`config.mk`:
```
export PLATFORM = sky130hd
export DESIGN_NAME = seq_pattern_detector
export DESIGN_NICKNAME = d
export VERILOG_FILES = /design/src/rtl/seq_pattern_detector.sv
export SDC_FILE = /design/constraint.sdc
export NUM_CORES = 1
export LEC_CHECK = 0
export ABC_AREA = 1
export BUFFER_PORTS_ARGS = -buffer_cell sky130_fd_sc_hd__clkbuf_2
export CAP_MARGIN = 30
export CORE_ASPECT_RATIO = 1.75
export CORE_MARGIN = 1
export CORE_UTILIZATION = 56
export DETAILED_ROUTE_END_ITERATION = 8
export PLACE_DENSITY = 0.77
export SLEW_MARGIN = 20
export SYNTH_ARGS = -nofsm -noshare
export SYNTH_HDL_FRONTEND = slang
export SYNTH_SLANG_ARGS = --single-unit
```
`constraint.sdc`:
```
create_clock -name clk -period 2.45 [get_ports clk]
set_clock_uncertainty 0.15 [all_clocks]
set_input_delay 0 -clock clk [delete_from_list [all_inputs] [get_ports clk]]
set_output_delay 0 -clock clk [all_outputs]
set_load 0.01 [all_outputs]
```
`src/rtl/seq_pattern_detector.sv`:
```
// Runtime-programmable serial bit-pattern detector with overlapping/non-overlapping modes.
// Define MATCH_COUNT_EN to add the saturating match_count output.
module seq_pattern_detector #(
  parameter int MAX_LEN = 8,
  parameter int LEN_W   = $clog2(MAX_LEN + 1),
  parameter int CNT_W   = 8
) (
  input  logic               clk,
  input  logic               rst,
  input  logic               in_valid,
  input  logic               in_bit,
  input  logic               cfg_load,
  input  logic [MAX_LEN-1:0] cfg_pattern,
  input  logic [LEN_W-1:0]   cfg_len,
  input  logic               cfg_overlap,
  output logic               match
`ifdef MATCH_COUNT_EN
  ,
  output logic [CNT_W-1:0]   match_count
`endif
);

  // Reject parameter sets the datapath cannot represent.
  if (MAX_LEN < 2 || MAX_LEN > 32 || CNT_W < 1) begin : g_bad_params
    $error("seq_pattern_detector: illegal MAX_LEN or CNT_W");
  end

  // The oldest window bit is only ever looked at through hist_shift, so the
  // stored history is one bit shorter than the comparison window.
  logic [MAX_LEN-2:0] hist_reg, hist_next;
  logic [MAX_LEN-1:0] pattern_reg, pattern_next;
  logic [MAX_LEN-1:0] hist_shift, len_mask;
  logic [LEN_W-1:0]   fill_reg, fill_next, fill_inc;
  logic [LEN_W-1:0]   len_reg, len_next;
  logic               overlap_reg, overlap_next;
  logic               match_reg, match_next;
  logic               cfg_ok, load_accept, hit;

  assign cfg_ok      = (cfg_len != '0) && (cfg_len <= LEN_W'(MAX_LEN));
  assign load_accept = cfg_load && cfg_ok;
  assign hist_shift  = {hist_reg, in_bit};
  assign fill_inc    = (fill_reg == LEN_W'(MAX_LEN)) ? fill_reg : fill_reg + LEN_W'(1);

  genvar gi;
  generate
    for (gi = 0; gi < MAX_LEN; gi++) begin : g_mask
      assign len_mask[gi] = (len_reg > LEN_W'(gi));
    end
  endgenerate

  assign hit = (fill_inc >= len_reg) && (((hist_shift ^ pattern_reg) & len_mask) == '0);

  always_comb begin
    hist_next    = hist_reg;
    fill_next    = fill_reg;
    pattern_next = pattern_reg;
    len_next     = len_reg;
    overlap_next = overlap_reg;
    match_next   = 1'b0;
    if (load_accept) begin
      pattern_next = cfg_pattern;
      len_next     = cfg_len;
      overlap_next = cfg_overlap;
      hist_next    = '0;
      fill_next    = '0;
    end else if (in_valid) begin
      hist_next  = hist_shift[MAX_LEN-2:0];
      match_next = hit;
      // Non-overlapping mode forces the next match to use entirely fresh bits.
      fill_next  = (hit && !overlap_reg) ? '0 : fill_inc;
    end
  end

  always_ff @(posedge clk) begin
    if (rst) begin
      hist_reg    <= '0;
      fill_reg    <= '0;
      pattern_reg <= '1;
      len_reg     <= LEN_W'(3);
      overlap_reg <= 1'b1;
      match_reg   <= 1'b0;
    end else begin
      hist_reg    <= hist_next;
      fill_reg    <= fill_next;
      pattern_reg <= pattern_next;
      len_reg     <= len_next;
      overlap_reg <= overlap_next;
      match_reg   <= match_next;
    end
  end

  assign match = match_reg;

`ifdef MATCH_COUNT_EN
  logic [CNT_W-1:0] count_reg, count_next;

  always_comb begin
    count_next = count_reg;
    if (load_accept)
      count_next = '0;
    else if (match_next && (count_reg != '1))
      count_next = count_reg + CNT_W'(1);
  end

  always_ff @(posedge clk) begin
    if (rst) count_reg <= '0;
    else     count_reg <= count_next;
  end

  assign match_count = count_reg;
`endif

endmodule

```
==> summary.md <==
| Metric | Value |
|---|---|
| Status | complete, no violations |
| Yosys cell types | 24 |
| Crit-path cells | inv_1 > ha_1 > nand2_1 > nand3_1 > o21ai_0 > ha_1 > nand2_1 > inv_1 > o21ai_0 > nand3_1 > nand4_2 > nand2_1 > a21oi_2 |
| Final setup fails | 0 |
| Htree depth | 1 |
| DR vias/cell | 5.00 |
| FF-to-FF path depth | 13 |
| Slew @ Worst Pin | between 0.6 and 0.7 ns |
| Initial Util | 0.605 |
| WP data required | about 2.5 ns |
| Design Area, Final | between 1500 and 2000 um2 |
| Placed Instance Area | approximately 1500 um2 |
| Internal | a little over 0.0006 W |
| TritonCTS Buffers | 3 |
| Hold Crit Start | cfg_len[3] |
| Arr. time, crit path | roughly 2.1 ns |
| Post-route total power | 0.000844 W |
| P&R area growth vs syn | 19.6% |
| Power Dens Cells | roughly 500 nW/um2 |
| Worst Path Buf+Inv | 2 |
| Longest Clk Path Bufs | 2 |
| Slew margin rel. | 0.575 |
| Sw frac | 0.278 |
| IO Port Bufs | 18 |
| R2R Setup Slk | roughly 0.37 ns |
| Worst Hold Depth | 6 |
| Final ANT Viol Nets | 0 |
| Vias post-DR | 1,275 |
| FMAX | around 0.48 GHz |
| Die H | ~68 um |
| CP dominant cell by count | nand2_1 |
| Netlist Area Pre-Place | between 1000 and 1500 um2 |
| Worst path slowest cell | dfxtp_1 |
| Clock tree from TritonCTS | built |
| Final Routed Wirelength | 2850 um |
| Register share of total power | 0.520 |
| CORE AREA | 2330 um2 |
| Most frequent cells in the layout | nand2_1 (61), inv_1 (29), dfxtp_1 (25) |
| Max Cap Viol | 0 |
| Power share of the clock group | 0.284 |
| YS warnings | 0 |
| Critical path startpoint category | flop |
| Critical R2R Launch | fill_reg[0] |
| Max reg flops | 8 |
| Commonest non-fill, non-tap cell in the layout | nand2_1 |
| Leak | approximately 0.84 nW |
| Drc violations | 0 |
| First-pass GRT wire length | 4790 um |
| Sequential cell area fraction in the yosys report | 0.355 |
| Die area | approximately 2700 um2 |
| Minimum clock period | approximately 2.1 ns |
| Crit-path max cell delay | roughly 0.42 ns |
| Worst-path clk slew | roughly 0.090 ns |
| Post-Syn Nets | ~220 |
| Hold crit path type | in2reg |
| GRT Total Usage | 0.247 |
| First-pass DRT Iterations | 6 |
| Worst reg2reg path endpoint | fill_reg[3] |
| Nets | approximately 260 |
| Initial antenna violation count | 0 |
| RSZ-0062 raised after global routing | false |
| Clock tree sinks | 25 |
| Post-Syn Instances | 198 |
| Starting DRT DRC Count | 28 |
| Drt wl/cell | 11.2 um |
| Inserted Diodes | 0 |
| Die W | approximately 40 um |
| Row count | 23 |
| Largest net degree at the start of global routing | 21 |
| CP Capture Type | flop |
| Sw Pwr | 0.000234 W |
| Peak supply drop | slightly above 0.4 mV |
| Hold Path Sink | len_reg[2] |
| Critical path peak fanout | 5 |
| Number of global-route vias before repair | 1,234 |
| TNS Setup | 0 ns |
| I/O Pins | 19 |
| Skew-Pair Late Insertion Delay | approximately 0.27 ns |
| Hold Violations, Final | 0 |
| Share of cells above drive strength 1 | 0.183 |
| Detailed placement HPWL | between 2000 and 2500 um |
| Post-CTS Resized | 0 |
| Syn Area/Cell | slightly above 7 um2 |
| Post-cts hold buffer count | 15 |
| Total gr overflow | 0 |
| GPL Wtd Cong | roughly 0.78 |
| Post-CTS Repair Setup Buffers | 0 |
| Crit Path Class | reg2reg |
| Worst path top cell family by delay | simple AND/OR/NAND/NOR gates |
| Final period util | 0.849 |
| Yosys reg bits | 25 |
| Pins Over Slew Limit | 0 |
| Root buf cell | clkbuf_8 |
| Proportion of power drawn by combinational gates | 0.196 |
[worst min-delay path, cell delays in order]
cell	delay, ns
clkbuf_2	0.07
inv_1	0.07
nand2_1	0.07
inv_1	0.04
nand3_1	0.05
o21ai_0	0.06
[cells by family after synthesis]
group	Yosys count	share of synthesized area
buffers and inverters	36	0.113
adders and majority gates	6	0.0532
xor gates and xnor gates	2	0.0124
AOI/OAI and AO/OA	29	0.170
DFF	25	0.355
and+or+nand+nor	100	0.296
[layer usage]
metal / GRT usage / share of wire / routed length (um) / vias up
met5: 0 / 0 / 0 / -
met4: 0.112 / 0.019 / 55 / 0
met1: 0.230 / 0.41 / 1160 / 563
met3: 0.0455 / 0.021 / 60 / 8
met2: 0.474 / 0.55 / 1570 / 21
li1: - / - / - / 683
[through the flow]
step	hold slack [ns]	std cells	worst slack [ns]	util
after floorplan	-0.0717	198	0.604	-
after global placement	0.0307	236	0.523	0.640
after detailed placement	0.0361	236	0.403	0.640
after CTS	0.0162	255	0.373	0.724
after global routing	0.0631	255	0.132	0.724
final	0.00226	255	0.369	0.724
[layout make-up]
| cell class | instances | area [um2] |
|---|---|---|
| multi-input cells | 137 | 751 |
| fillers | 188 | 643 |
| flip-flops and latches | 25 | 500 |
| repair buffers | 33 | 240 |
| inverters | 31 | 119 |
| clock buffers | 3 | 41.3 |
| well taps | 25 | 31.3 |
| clock inverters | 1 | 5.00 |
[power by group through the flow]
| stage | Clock (W) | Combinational, W | Sequential (W) |
|---|---|---|---|
| global placement | 0 | 0.000140 | 0.000447 |
| finish | 0.000239 | 0.000165 | 0.000439 |
| detailed placement | 0 | 0.000145 | 0.000448 |
| CTS | 0.000246 | 0.000165 | 0.000439 |
| global route | 0.000257 | 0.000187 | 0.000441 |
| floorplan | 0 | 0.000116 | 0.000445 |
[cell usage after synthesis]
cell	instances	area, um2
a21oi_2	4	35.0
o21ai_0	4	20.0
nor3_1	1	5.00
nand3_1	11	55.1
xor2_1	2	17.5
o21ai_2	1	8.76
nand4_2	1	12.5
ha_1	6	75.1
or2_1	1	6.26
a21oi_1	9	45.0
inv_1	29	109
o211ai_2	9	113
dfxtp_1	25	500
nor2_1	22	82.6
buf_6	3	33.8
nor3_2	1	10.0
nand2_1	61	229
inv_4	1	6.26
clkinv_1	1	3.75
a211oi_1	1	7.51
clkbuf_1	2	7.51
nand2_4	1	11.3
a21boi_2	1	11.3
nor2_2	1	6.26
[how the worst max path moves through the flow]
stage	from	end	slack, ns	cells after the start
6_report	fill_reg[0]	fill_reg[3]	0.37	13
3_5_place_dp	fill_reg[0]	fill_reg[3]	0.40	13
5_1_grt	fill_reg[0]	fill_reg[2]	0.13	12
4_1_cts	fill_reg[0]	fill_reg[3]	0.37	12
2_1_floorplan	fill_reg[0]	fill_reg[0]	0.60	13
3_3_place_gp	fill_reg[0]	fill_reg[2]	0.52	13
(Power assumes the default switching activity.)
